===== config.mk =====
export PLATFORM = sky130hd
export DESIGN_NAME = tcp_rx_msg_poller
export DESIGN_NICKNAME = d
export VERILOG_FILES = /design/src/rtl/tcp_rx_msg_poller.sv
export SDC_FILE = /design/constraint.sdc
export NUM_CORES = 1
export LEC_CHECK = 0
export ABC_AREA = 1
export BUFFER_PORTS_ARGS = -buffer_cell sky130_fd_sc_hd__buf_4
export CORE_MARGIN = 5
export CORE_UTILIZATION = 40
export DETAILED_ROUTE_END_ITERATION = 10
export PLACE_DENSITY = 0.69
export RECOVER_POWER = 25
export SETUP_SLACK_MARGIN = 0.02
export SYNTH_ARGS = -nofsm -noshare
export SYNTH_HDL_FRONTEND = slang
export SYNTH_SLANG_ARGS = --single-unit

===== constraint.sdc =====
create_clock -name clk -period 4.15 [get_ports clk]
set_input_delay 0.83 -clock clk [delete_from_list [all_inputs] [get_ports clk]]
set_output_delay 0.83 -clock clk [all_outputs]
set_load 0.05 [all_outputs]

===== src/rtl/tcp_rx_msg_poller.sv =====
// Pending-request poller: queues "notify me when N bytes are ready on flow F" requests and
// round-robins over them, reading each flow's head/commit pointers until enough bytes exist.
module tcp_rx_msg_poller #(
    parameter int FLOWID_W         = 8,
    parameter int RX_PAYLOAD_PTR_W = 16,
    parameter int DST_X_W          = 4,
    parameter int DST_Y_W          = 4,
    parameter int DST_FBITS_W      = 4,
    parameter int PEND_DEPTH       = 8
) (
    input  logic                          clk,
    input  logic                          rst,

    input  logic                          noc_if_poller_msg_req_val,
    input  logic [FLOWID_W-1:0]           noc_if_poller_msg_req_flowid,
    input  logic [RX_PAYLOAD_PTR_W-1:0]   noc_if_poller_msg_req_len,
    input  logic [DST_X_W-1:0]            noc_if_poller_msg_dst_x,
    input  logic [DST_Y_W-1:0]            noc_if_poller_msg_dst_y,
    input  logic [DST_FBITS_W-1:0]        noc_if_poller_msg_dst_fbits,
    output logic                          poller_noc_if_msg_req_rdy,

    output logic                          poller_head_ptr_rd_req_val,
    output logic [FLOWID_W-1:0]           poller_head_ptr_rd_req_addr,
    input  logic                          head_ptr_poller_rd_req_rdy,
    input  logic                          head_ptr_poller_rd_resp_val,
    input  logic [RX_PAYLOAD_PTR_W:0]     head_ptr_poller_rd_resp_data,

    output logic                          poller_commit_ptr_rd_req_val,
    output logic [FLOWID_W-1:0]           poller_commit_ptr_rd_req_addr,
    input  logic                          commit_ptr_poller_rd_req_rdy,
    input  logic                          commit_ptr_poller_rd_resp_val,
    input  logic [RX_PAYLOAD_PTR_W:0]     commit_ptr_poller_rd_resp_data,

    output logic                          poller_msg_noc_if_out_val,
    output logic [FLOWID_W-1:0]           poller_msg_noc_if_out_flowid,
    output logic [RX_PAYLOAD_PTR_W:0]     poller_msg_noc_if_out_head_ptr,
    output logic [RX_PAYLOAD_PTR_W-1:0]   poller_msg_noc_if_out_len,
    output logic [DST_X_W-1:0]            poller_msg_noc_if_out_dst_x,
    output logic [DST_Y_W-1:0]            poller_msg_noc_if_out_dst_y,
    output logic [DST_FBITS_W-1:0]        poller_msg_noc_if_out_dst_fbits,
    input  logic                          noc_if_out_poller_msg_rdy,

    output logic [2:0]                    o_dbg_state
);

    localparam int PTR_W = RX_PAYLOAD_PTR_W + 1;
    localparam int IDX_W = $clog2(PEND_DEPTH);
    localparam int CNT_W = IDX_W + 1;
    localparam logic [CNT_W:0] DEPTH_C = (CNT_W + 1)'(PEND_DEPTH);

    typedef enum logic [2:0] {
        ST_IDLE    = 3'd0,
        ST_RD_REQ  = 3'd1,
        ST_RD_WAIT = 3'd2,
        ST_DECIDE  = 3'd3,
        ST_SEND    = 3'd4,
        ST_REQUEUE = 3'd5
    } state_t;

    typedef struct packed {
        logic [FLOWID_W-1:0]         flowid;
        logic [RX_PAYLOAD_PTR_W-1:0] len;
        logic [DST_X_W-1:0]          dst_x;
        logic [DST_Y_W-1:0]          dst_y;
        logic [DST_FBITS_W-1:0]      dst_fbits;
    } entry_t;

    // Every handshake (request in, pointer reads, notification out) transfers on the
    // cycle where val && rdy at the rising edge; a val, once raised, holds its payload until then.

    entry_t           r_mem [PEND_DEPTH];
    logic [CNT_W-1:0] r_wr_ptr;
    logic [CNT_W-1:0] r_rd_ptr;

    state_t           r_state;
    entry_t           r_work;
    logic [PTR_W-1:0] r_head;
    logic [PTR_W-1:0] r_commit;
    logic             r_head_vld;
    logic             r_commit_vld;
    logic             r_head_req_val;
    logic             r_commit_req_val;
    logic             r_out_val;

    logic [CNT_W-1:0] w_count;
    logic [CNT_W:0]   w_occupancy;
    logic             w_inflight;
    logic             w_requeue;
    logic             w_up_fire;
    logic             w_wr_en;
    logic             w_pop;
    entry_t           w_up_entry;
    entry_t           w_wr_entry;
    entry_t           w_rd_entry;
    logic             w_head_take;
    logic             w_commit_take;
    logic             w_head_have;
    logic             w_commit_have;
    logic [PTR_W-1:0] w_avail;
    logic             w_sat;

    assign w_count     = r_wr_ptr - r_rd_ptr;
    assign w_inflight  = (r_state != ST_IDLE);
    assign w_requeue   = (r_state == ST_REQUEUE);
    assign w_occupancy = {1'b0, w_count} + (CNT_W + 1)'(w_inflight);

    // Counting the in-flight entry reserves a slot for it, so a requeue always finds room.
    assign poller_noc_if_msg_req_rdy = (w_occupancy < DEPTH_C) && !w_requeue;

    assign w_up_fire  = noc_if_poller_msg_req_val && poller_noc_if_msg_req_rdy;
    assign w_wr_en    = w_up_fire || w_requeue;
    assign w_pop      = (r_state == ST_IDLE) && (w_count != '0);

    assign w_up_entry.flowid    = noc_if_poller_msg_req_flowid;
    assign w_up_entry.len       = noc_if_poller_msg_req_len;
    assign w_up_entry.dst_x     = noc_if_poller_msg_dst_x;
    assign w_up_entry.dst_y     = noc_if_poller_msg_dst_y;
    assign w_up_entry.dst_fbits = noc_if_poller_msg_dst_fbits;

    assign w_wr_entry = w_requeue ? r_work : w_up_entry;
    assign w_rd_entry = r_mem[r_rd_ptr[IDX_W-1:0]];

    always_ff @(posedge clk) begin
        if (w_wr_en) begin
            r_mem[r_wr_ptr[IDX_W-1:0]] <= w_wr_entry;
        end
    end

    always_ff @(posedge clk or posedge rst) begin
        if (rst) begin
            r_wr_ptr <= '0;
            r_rd_ptr <= '0;
        end else begin
            if (w_wr_en) r_wr_ptr <= r_wr_ptr + 1'b1;
            if (w_pop)   r_rd_ptr <= r_rd_ptr + 1'b1;
        end
    end

    // A response only counts once its own request was accepted, so stale data cannot be taken.
    assign w_head_take   = head_ptr_poller_rd_resp_val && !r_head_req_val && !r_head_vld;
    assign w_commit_take = commit_ptr_poller_rd_resp_val && !r_commit_req_val && !r_commit_vld;
    assign w_head_have   = r_head_vld || w_head_take;
    assign w_commit_have = r_commit_vld || w_commit_take;

    // Extra wrap bit makes the modular difference correct across buffer wrap.
    assign w_avail = r_commit - r_head;
    assign w_sat   = (w_avail >= {1'b0, r_work.len});

    always_ff @(posedge clk or posedge rst) begin
        if (rst) begin
            r_state          <= ST_IDLE;
            r_work           <= '0;
            r_head           <= '0;
            r_commit         <= '0;
            r_head_vld       <= 1'b0;
            r_commit_vld     <= 1'b0;
            r_head_req_val   <= 1'b0;
            r_commit_req_val <= 1'b0;
            r_out_val        <= 1'b0;
        end else begin
            case (r_state)
                ST_IDLE: begin
                    if (w_pop) begin
                        r_work           <= w_rd_entry;
                        r_head_vld       <= 1'b0;
                        r_commit_vld     <= 1'b0;
                        r_head_req_val   <= 1'b1;
                        r_commit_req_val <= 1'b1;
                        r_state          <= ST_RD_REQ;
                    end
                end
                ST_RD_REQ, ST_RD_WAIT: begin
                    if (r_head_req_val && head_ptr_poller_rd_req_rdy) r_head_req_val <= 1'b0;
                    if (r_commit_req_val && commit_ptr_poller_rd_req_rdy) r_commit_req_val <= 1'b0;
                    if (w_head_take) begin
                        r_head     <= head_ptr_poller_rd_resp_data;
                        r_head_vld <= 1'b1;
                    end
                    if (w_commit_take) begin
                        r_commit     <= commit_ptr_poller_rd_resp_data;
                        r_commit_vld <= 1'b1;
                    end
                    if (r_state == ST_RD_REQ) begin
                        if ((!r_head_req_val || head_ptr_poller_rd_req_rdy) &&
                            (!r_commit_req_val || commit_ptr_poller_rd_req_rdy)) begin
                            r_state <= ST_RD_WAIT;
                        end
                    end else if (w_head_have && w_commit_have) begin
                        r_state <= ST_DECIDE;
                    end
                end
                ST_DECIDE: begin
                    if (w_sat) begin
                        r_out_val <= 1'b1;
                        r_state   <= ST_SEND;
                    end else begin
                        r_state   <= ST_REQUEUE;
                    end
                end
                ST_SEND: begin
                    if (noc_if_out_poller_msg_rdy) begin
                        r_out_val <= 1'b0;
                        r_state   <= ST_IDLE;
                    end
                end
                ST_REQUEUE: begin
                    r_state <= ST_IDLE;
                end
                default: begin
                    r_state <= ST_IDLE;
                end
            endcase
        end
    end

    assign poller_head_ptr_rd_req_val      = r_head_req_val;
    assign poller_head_ptr_rd_req_addr     = r_work.flowid;
    assign poller_commit_ptr_rd_req_val    = r_commit_req_val;
    assign poller_commit_ptr_rd_req_addr   = r_work.flowid;

    assign poller_msg_noc_if_out_val       = r_out_val;
    assign poller_msg_noc_if_out_flowid    = r_work.flowid;
    assign poller_msg_noc_if_out_head_ptr  = r_head;
    assign poller_msg_noc_if_out_len       = r_work.len;
    assign poller_msg_noc_if_out_dst_x     = r_work.dst_x;
    assign poller_msg_noc_if_out_dst_y     = r_work.dst_y;
    assign poller_msg_noc_if_out_dst_fbits = r_work.dst_fbits;

    assign o_dbg_state = r_state;

endmodule


==> results.sh, run 1 <==
export IMPL_fin_nets=1588
export IMPL_finalSetupViolCount=0
export IMPL_p_seq_frac=0.341
export IMPL_worstPathArrival_ns=3.89
export IMPL_root_buffer="clkbuf_16"
export IMPL_dieArea_mm2=0.0445
export IMPL_p_leak_nw=7.19
export IMPL_fmax_mhz=289
export IMPL_synthTopCellsByCount="edfxtp_1, nand2_1, o21ai_0"
export IMPL_synth_top_cell_area_share=0.535
export IMPL_power_internal_mw=9.24
export IMPL_row_count=73
export IMPL_clockBufferDepth=3
export IMPL_power_frac_clock=0.211
export IMPL_place_ws_ns=0.962
export IMPL_clk_latency_ns=0.54
export IMPL_post_route_min_period_ns=3.46
export IMPL_p_comb_frac=0.447
export IMPL_cts_tree="built"
export IMPL_n_antenna_cell=0
export IMPL_initialDrtViolationCount=735
export IMPL_rr_worst_depth=6
export IMPL_hp_class="register to register"
export IMPL_tns_ns=0
export IMPL_portBuffers=153
export IMPL_syn_area_per_cell_um2=12.1
export IMPL_ant_nets=0
export IMPL_finalHoldViolCount=0
export IMPL_grt_pass1_vias=10463
export IMPL_cts_buffers=39
export IMPL_rsz0062_at_grt="false"
export IMPL_core_area_mm2=0.0398
export IMPL_finalPower_mw=16.4
export IMPL_ctsResizeCount=0
export IMPL_initial_core_util=0.406
export IMPL_outcome="finished with violations"
export IMPL_tightest_slew_ns=2.55
export IMPL_peakVddDrop_uv=425
export IMPL_synth_area_mm2=0.0162
export IMPL_yosysSeqAreaShare=0.668
export IMPL_p_sw_frac=0.435
export IMPL_slew_headroom=-0.711
export IMPL_die_x_um=211
export IMPL_synth_area_top_cells="edfxtp_1, dfrtp_1, nand2_1"
export IMPL_synth_edf_count=288
export IMPL_antenna_found_initial=0
export IMPL_power_switching_mw=7.12
export IMPL_clk_pin_slew_worst_paths_ns=0.06
export IMPL_cap_violations=3
export IMPL_drv_slew=191
export IMPL_yosysMostFrequentCell="edfxtp_1"
export IMPL_criticalPathCategory="register to register"
export IMPL_min_period_over_period=0.833
export IMPL_timing_rr_start="r_rd_ptr[0]$_DFFE_PP0P_"
export IMPL_drive_above_1_share=0.117
export IMPL_hold_depth=1
export IMPL_syn_inst=1339
export IMPL_drt_pass1_iterations=6
export IMPL_violations="capacitance limit, slew limit"
export IMPL_grt_max_degree=85
export IMPL_grt_pass1_wl_um=59400
export IMPL_clock_sinks=374
export IMPL_cp_max_fo=84
export IMPL_min_to="r_commit[4]$_DFFE_PP0P_"
export IMPL_ys_flop_type="edfxtp_1"
export IMPL_async_reset_ff_frac=0.230
export IMPL_place_area_mm2=0.0178
export IMPL_cp_end_kind="register"
export IMPL_drcViolationCount=0
export IMPL_routed_wl_um=38400
export IMPL_vias=10564
export IMPL_regToRegEndpoint="poller_msg_noc_if_out_dst_x[0]$_DFFE_PP0P_"
export IMPL_fin_area_mm2=0.0187
export IMPL_fin_skew_ns=0.0250
export IMPL_grt_util_all_layers=0.168
export IMPL_hpwl_um=23300
export IMPL_setup_slack_ns=0.693
export IMPL_area_growth_pct=15.7
export IMPL_via_per_inst=5.21
export IMPL_globalRouteOverflowTotal=0
export IMPL_p_per_area_mw_per_mm2=875
export IMPL_cts_hold_fix_buffers=0
export IMPL_gp_congestion=0.839
export IMPL_synthDistinctLibCells=43
export IMPL_holdCritStartpoint="r_commit[4]$_DFFE_PP0P_"
export IMPL_fp_dieH_um=211
export IMPL_synth_nets=1456
export IMPL_cp_data_required_time_ns=4.58
export IMPL_yosysTopAreaCell="edfxtp_1"
export IMPL_cp_start_kind="register"
export IMPL_r2r_slack_ns=0.69
export IMPL_yosys_warnings=0
export IMPL_ios=154
export IMPL_wl_per_cell_um=18.9
export IMPL_ys_ff_latch=374
export IMPL_cts_max_level=2
export IMPL_postCtsSetupRepairBufs=0
==> power groups by stage <==
stage | Clock (mW) | Sequential (mW) | Combinational [mW]
global route | 3.67 | 5.67 | 8.11
detailed placement | 0 | 5.66 | 7.73
floorplan | 0 | 6.51 | 4.64
finish | 3.46 | 5.58 | 7.32
global placement | 0 | 5.63 | 7.61
CTS | 3.51 | 5.60 | 7.77
==> cell type report <==
type                            instances  area (um^2)
Tap cell                              525          657
Clock inverter                         15          178
Multi-Input combinational cell        789         4530
Inverter                               92          348
Fill cell                            3620        21100
Sequential cell                       374        10800
Timing Repair Buffer                  175         1080
Clock buffer                           57         1090
==> registers in the layout, summed over array words and instances, names as in the netlist <==
signal                           cells
o_dbg_state                          3
r_head_vld                           1
r_commit_vld                         1
poller_msg_noc_if_out_dst_x          4
poller_msg_noc_if_out_val            1
r_mem                              288
poller_msg_noc_if_out_dst_fbits      4
r_commit                            17
poller_msg_noc_if_out_dst_y          4
poller_head_ptr_rd_req_val           1
poller_msg_noc_if_out_head_ptr      17
r_rd_ptr                             4
poller_commit_ptr_rd_req_val         1
r_wr_ptr                             4
poller_commit_ptr_rd_req_addr        8
poller_msg_noc_if_out_len           16
==> routing by layer <==
layer / global-route usage / share of wire / vias up
met5: 0 / 0 / -
met4: 0.0434 / 0.021 / 0
met3: 0.0230 / 0.047 / 54
met2: 0.284 / 0.49 / 274
met1: 0.231 / 0.44 / 5211
li1: - / - / 5025
==> worst max-delay path, cell delays in order (launching register included) <==
cell      delay [ns]
dfrtp_4         0.41
clkbuf_2        1.12
buf_4           0.92
o21ai_0         0.21
o221ai_1        0.26
nand4_1         0.21
o21ai_0         0.18
==> logic make-up (layout without fill, tap and decap cells) <==
group,after synthesis,in the layout,share of synthesized area
simple gates,459,459,0.124
flops,374,374,0.668
compound gates,216,216,0.0780
buf+inv,176,339,0.0492
mux,52,52,0.0370
fa+ha+maj,39,39,0.0311
xor+xnor,23,23,0.0125
==> per-stage QoR <==
step | hold slack, ns | utilization | std cells
after floorplan | 0.465 | - | 1339
after global placement | 0.486 | 0.447 | 1955
after detailed placement | 0.483 | 0.447 | 1955
after CTS | 0.436 | 0.479 | 2027
after global routing | 0.488 | 0.470 | 2027
final | 0.496 | 0.470 | 2027
==> cell usage in the layout, fill, tap and decap left out, drive strengths merged, types with 4 or more instances in the layout <==
master / instances
xor2: 13
nor3: 7
nand3: 81
dfrtp: 86
a21oi: 43
clkbuf: 137
nand4: 42
a21o: 6
o21ai: 121
clkinv: 11
buf: 95
or2: 4
xnor2: 10
ha: 37
nor2: 77
edfxtp: 288
mux2: 17
nand2: 244
inv: 89
clkinvlp: 4
mux2i: 35
o221ai: 35
==> worst max-delay path by stage <==
| stage | cells after the start | slack [ns] | end | start |
|---|---|---|---|---|
| finish | 6 | 0.69 | poller_msg_noc_if_out_dst_x[0]$_DFFE_PP0P_ | r_rd_ptr[0]$_DFFE_PP0P_ |
| global placement | 20 | 1.01 | poller_msg_noc_if_out_val$_DFFE_PP0P_ | poller_msg_noc_if_out_head_ptr[0]$_DFFE_PP0P_ |
| global route | 6 | 0.37 | poller_msg_noc_if_out_dst_x[0]$_DFFE_PP0P_ | r_rd_ptr[0]$_DFFE_PP0P_ |
| floorplan | 12 | -0.20 | r_mem[0][0]$_DFFE_PP_ | r_rd_ptr[2]$_DFFE_PP0P_ |
| detailed placement | 12 | 0.96 | r_mem[6][16]$_DFFE_PP_ | r_wr_ptr[0]$_DFFE_PP0P_ |
| CTS | 20 | 0.93 | poller_msg_noc_if_out_val$_DFFE_PP0P_ | poller_msg_noc_if_out_head_ptr[0]$_DFFE_PP0P_ |
(Power assumes the default switching activity.)
==> run 2: changes to the inputs <==
==> constraint.sdc (replaced) <==
create_clock -name clk -period 3.35 [get_ports clk]
set_input_delay 0.67 -clock clk [delete_from_list [all_inputs] [get_ports clk]]
set_output_delay 0.67 -clock clk [all_outputs]
set_load 0.05 [all_outputs]
==> results.sh, run 2 (synthesized netlist as in run 1, its figures left out) <==
export IMPL_outcome="finished with violations"
export IMPL_violations="capacitance limit, slew limit"
export IMPL_criticalPathCategory="register to output pin"
export IMPL_place_area_mm2=0.0180
export IMPL_layout_commonest_cell="edfxtp_1"
export IMPL_largest_register_ffs=288
export IMPL_p_per_area_mw_per_mm2=1100
export IMPL_die_x_um=211
export IMPL_cp_start_kind="register"
export IMPL_cts_max_level=2
export IMPL_drt_met1_wl_um=16900
export IMPL_cts_buffers=40
export IMPL_antenna_found_initial=0
export IMPL_finalSetupViolCount=0
export IMPL_grt_pass1_wl_um=61500
export IMPL_globalRouteOverflowTotal=0
export IMPL_grt_max_degree=84
export IMPL_min_period_over_period=0.936
export IMPL_area_growth_pct=17.4
export IMPL_fp_dieH_um=211
export IMPL_multi_input_area_mm2=0.00456
export IMPL_cp_data_required_time_ns=2.68
export IMPL_drt_pass1_iterations=6
export IMPL_root_buffer="clkbuf_16"
export IMPL_post_route_min_period_ns=3.14
export IMPL_row_count=73
export IMPL_most_common_layout_cells="edfxtp_1, nand2_1, o21ai_0, buf_4, inv_1"
export IMPL_routed_wl_um=39200
export IMPL_seq_area_mm2=0.0108
export IMPL_drcViolationCount=0
export IMPL_clk_latency_ns=0.53
export IMPL_drv_slew=48
export IMPL_fin_nets=1602
export IMPL_cts_tree="built"
export IMPL_portBuffers=153
export IMPL_p_leak_nw=7.34
export IMPL_ios=154
export IMPL_vias=10652
export IMPL_hpwl_um=24000
export IMPL_tightest_slew_ns=2.08
export IMPL_grt_pass1_vias=10933
export IMPL_slew_headroom=-0.386
export IMPL_top_layer="met4"
export IMPL_gp_congestion=0.840
export IMPL_cp_end_kind="output pin"
export IMPL_fin_area_mm2=0.0190
export IMPL_finalHoldViolCount=0
export IMPL_rsz0062_at_grt="false"
export IMPL_initialDrtViolationCount=889
export IMPL_via_per_inst=5.22
export IMPL_fmax_mhz=319
export IMPL_tns_ns=0
export IMPL_cp_max_fo=4
export IMPL_initial_core_util=0.406
export IMPL_peakVddDrop_uv=645
export IMPL_worstPathArrival_ns=2.47
export IMPL_grt_util_all_layers=0.173
export IMPL_cap_violations=1
export IMPL_routed_wl_met2_um=19700
export IMPL_core_area_mm2=0.0398
export IMPL_postCtsSetupRepairBufs=0
export IMPL_clockBufferDepth=3
export IMPL_cts_hold_fix_buffers=0
export IMPL_dieArea_mm2=0.0445
export IMPL_n_antenna_cell=0
export IMPL_hp_class="primary input to register"
export IMPL_ctsResizeCount=0
export IMPL_fin_skew_ns=0.0165
export IMPL_wl_met3_um=1960
export IMPL_fillers=3616
export IMPL_drive_above_1_share=0.132
export IMPL_clk_pin_slew_worst_paths_ns=0.06
export IMPL_ant_nets=0
export IMPL_wl_per_cell_um=19.2
export IMPL_clock_sinks=374
-- run 2: cell types whose count changed in the layout (fill, tap and decap cells not counted), moves of 2 or more --
cell,previous run,this run
buf_4,90,101
clkinv_2,4,7
clkbuf_1,91,82
clkinv_1,4,7
nand2_2,0,3
bufinv_16,3,8
nand2_1,244,241
buf_12,5,7
-- run 2: path summary, 6_finish.rpt --
path | cells past startpoint | endpoint | start | slack, ns
min in group asynchronous | 2 | r_commit[16]$_DFFE_PP0P_ | rst | 0.84
max | 8 | poller_noc_if_msg_req_rdy | r_wr_ptr[0]$_DFFE_PP0P_ | 0.21
min | 2 | r_commit[11]$_DFFE_PP0P_ | commit_ptr_poller_rd_resp_data[11] | 0.35
min reg2reg | 1 | r_commit[9]$_DFFE_PP0P_ | r_commit[9]$_DFFE_PP0P_ | 0.50
max reg2reg | 17 | poller_msg_noc_if_out_val$_DFFE_PP0P_ | poller_msg_noc_if_out_head_ptr[0]$_DFFE_PP0P_ | 0.26
max in group asynchronous | 3 | poller_msg_noc_if_out_dst_x[1]$_DFFE_PP0P_ | rst | 0.73
-- run 2: final cells by class --
class | count | share of cell area
sequential | 374 | 0.570
multi-input combinational | 789 | 0.240
timing repair buffer | 188 | 0.0634
clock buffer | 47 | 0.0557
tap | 525 | 0.0346
clock inverter | 25 | 0.0183
inverter | 92 | 0.0183
-- run 2: through the flow --
stage          power [mW]  worst slack (ns)  hold slack, ns  instances  utilization
5_1_grt              22.3           0.00434           0.339       2040        0.476
3_5_place_dp         16.8             0.265           0.497       1968        0.451
6_report             20.9             0.215           0.350       2040        0.476
3_3_place_gp         16.6             0.273           0.483       1968        0.451
4_1_cts              21.5             0.185           0.275       2040        0.486
2_1_floorplan        13.9             0.107           0.465       1339            -
-- run 2: power by group --
group | internal, mW | switching, mW
Sequential | 6.43 | 0.488
Clock | 2.88 | 1.80
Combinational | 2.63 | 6.70
-- run 2: routing by layer --
metal	global-route usage	vias to the layer above
li1	-	5050
met1	0.235	5256
met2	0.297	289
met3	0.0235	57
met4	0.0411	0
met5	0	-
-- run 2: critical path, cell delays in order, from the launching register on --
cell,delay (ns)
dfrtp_1,0.41
inv_1,0.11
ha_1,0.15
inv_1,0.06
fa_1,0.47
inv_1,0.05
nor3_1,0.36
a21oi_4,0.10
buf_4,0.21
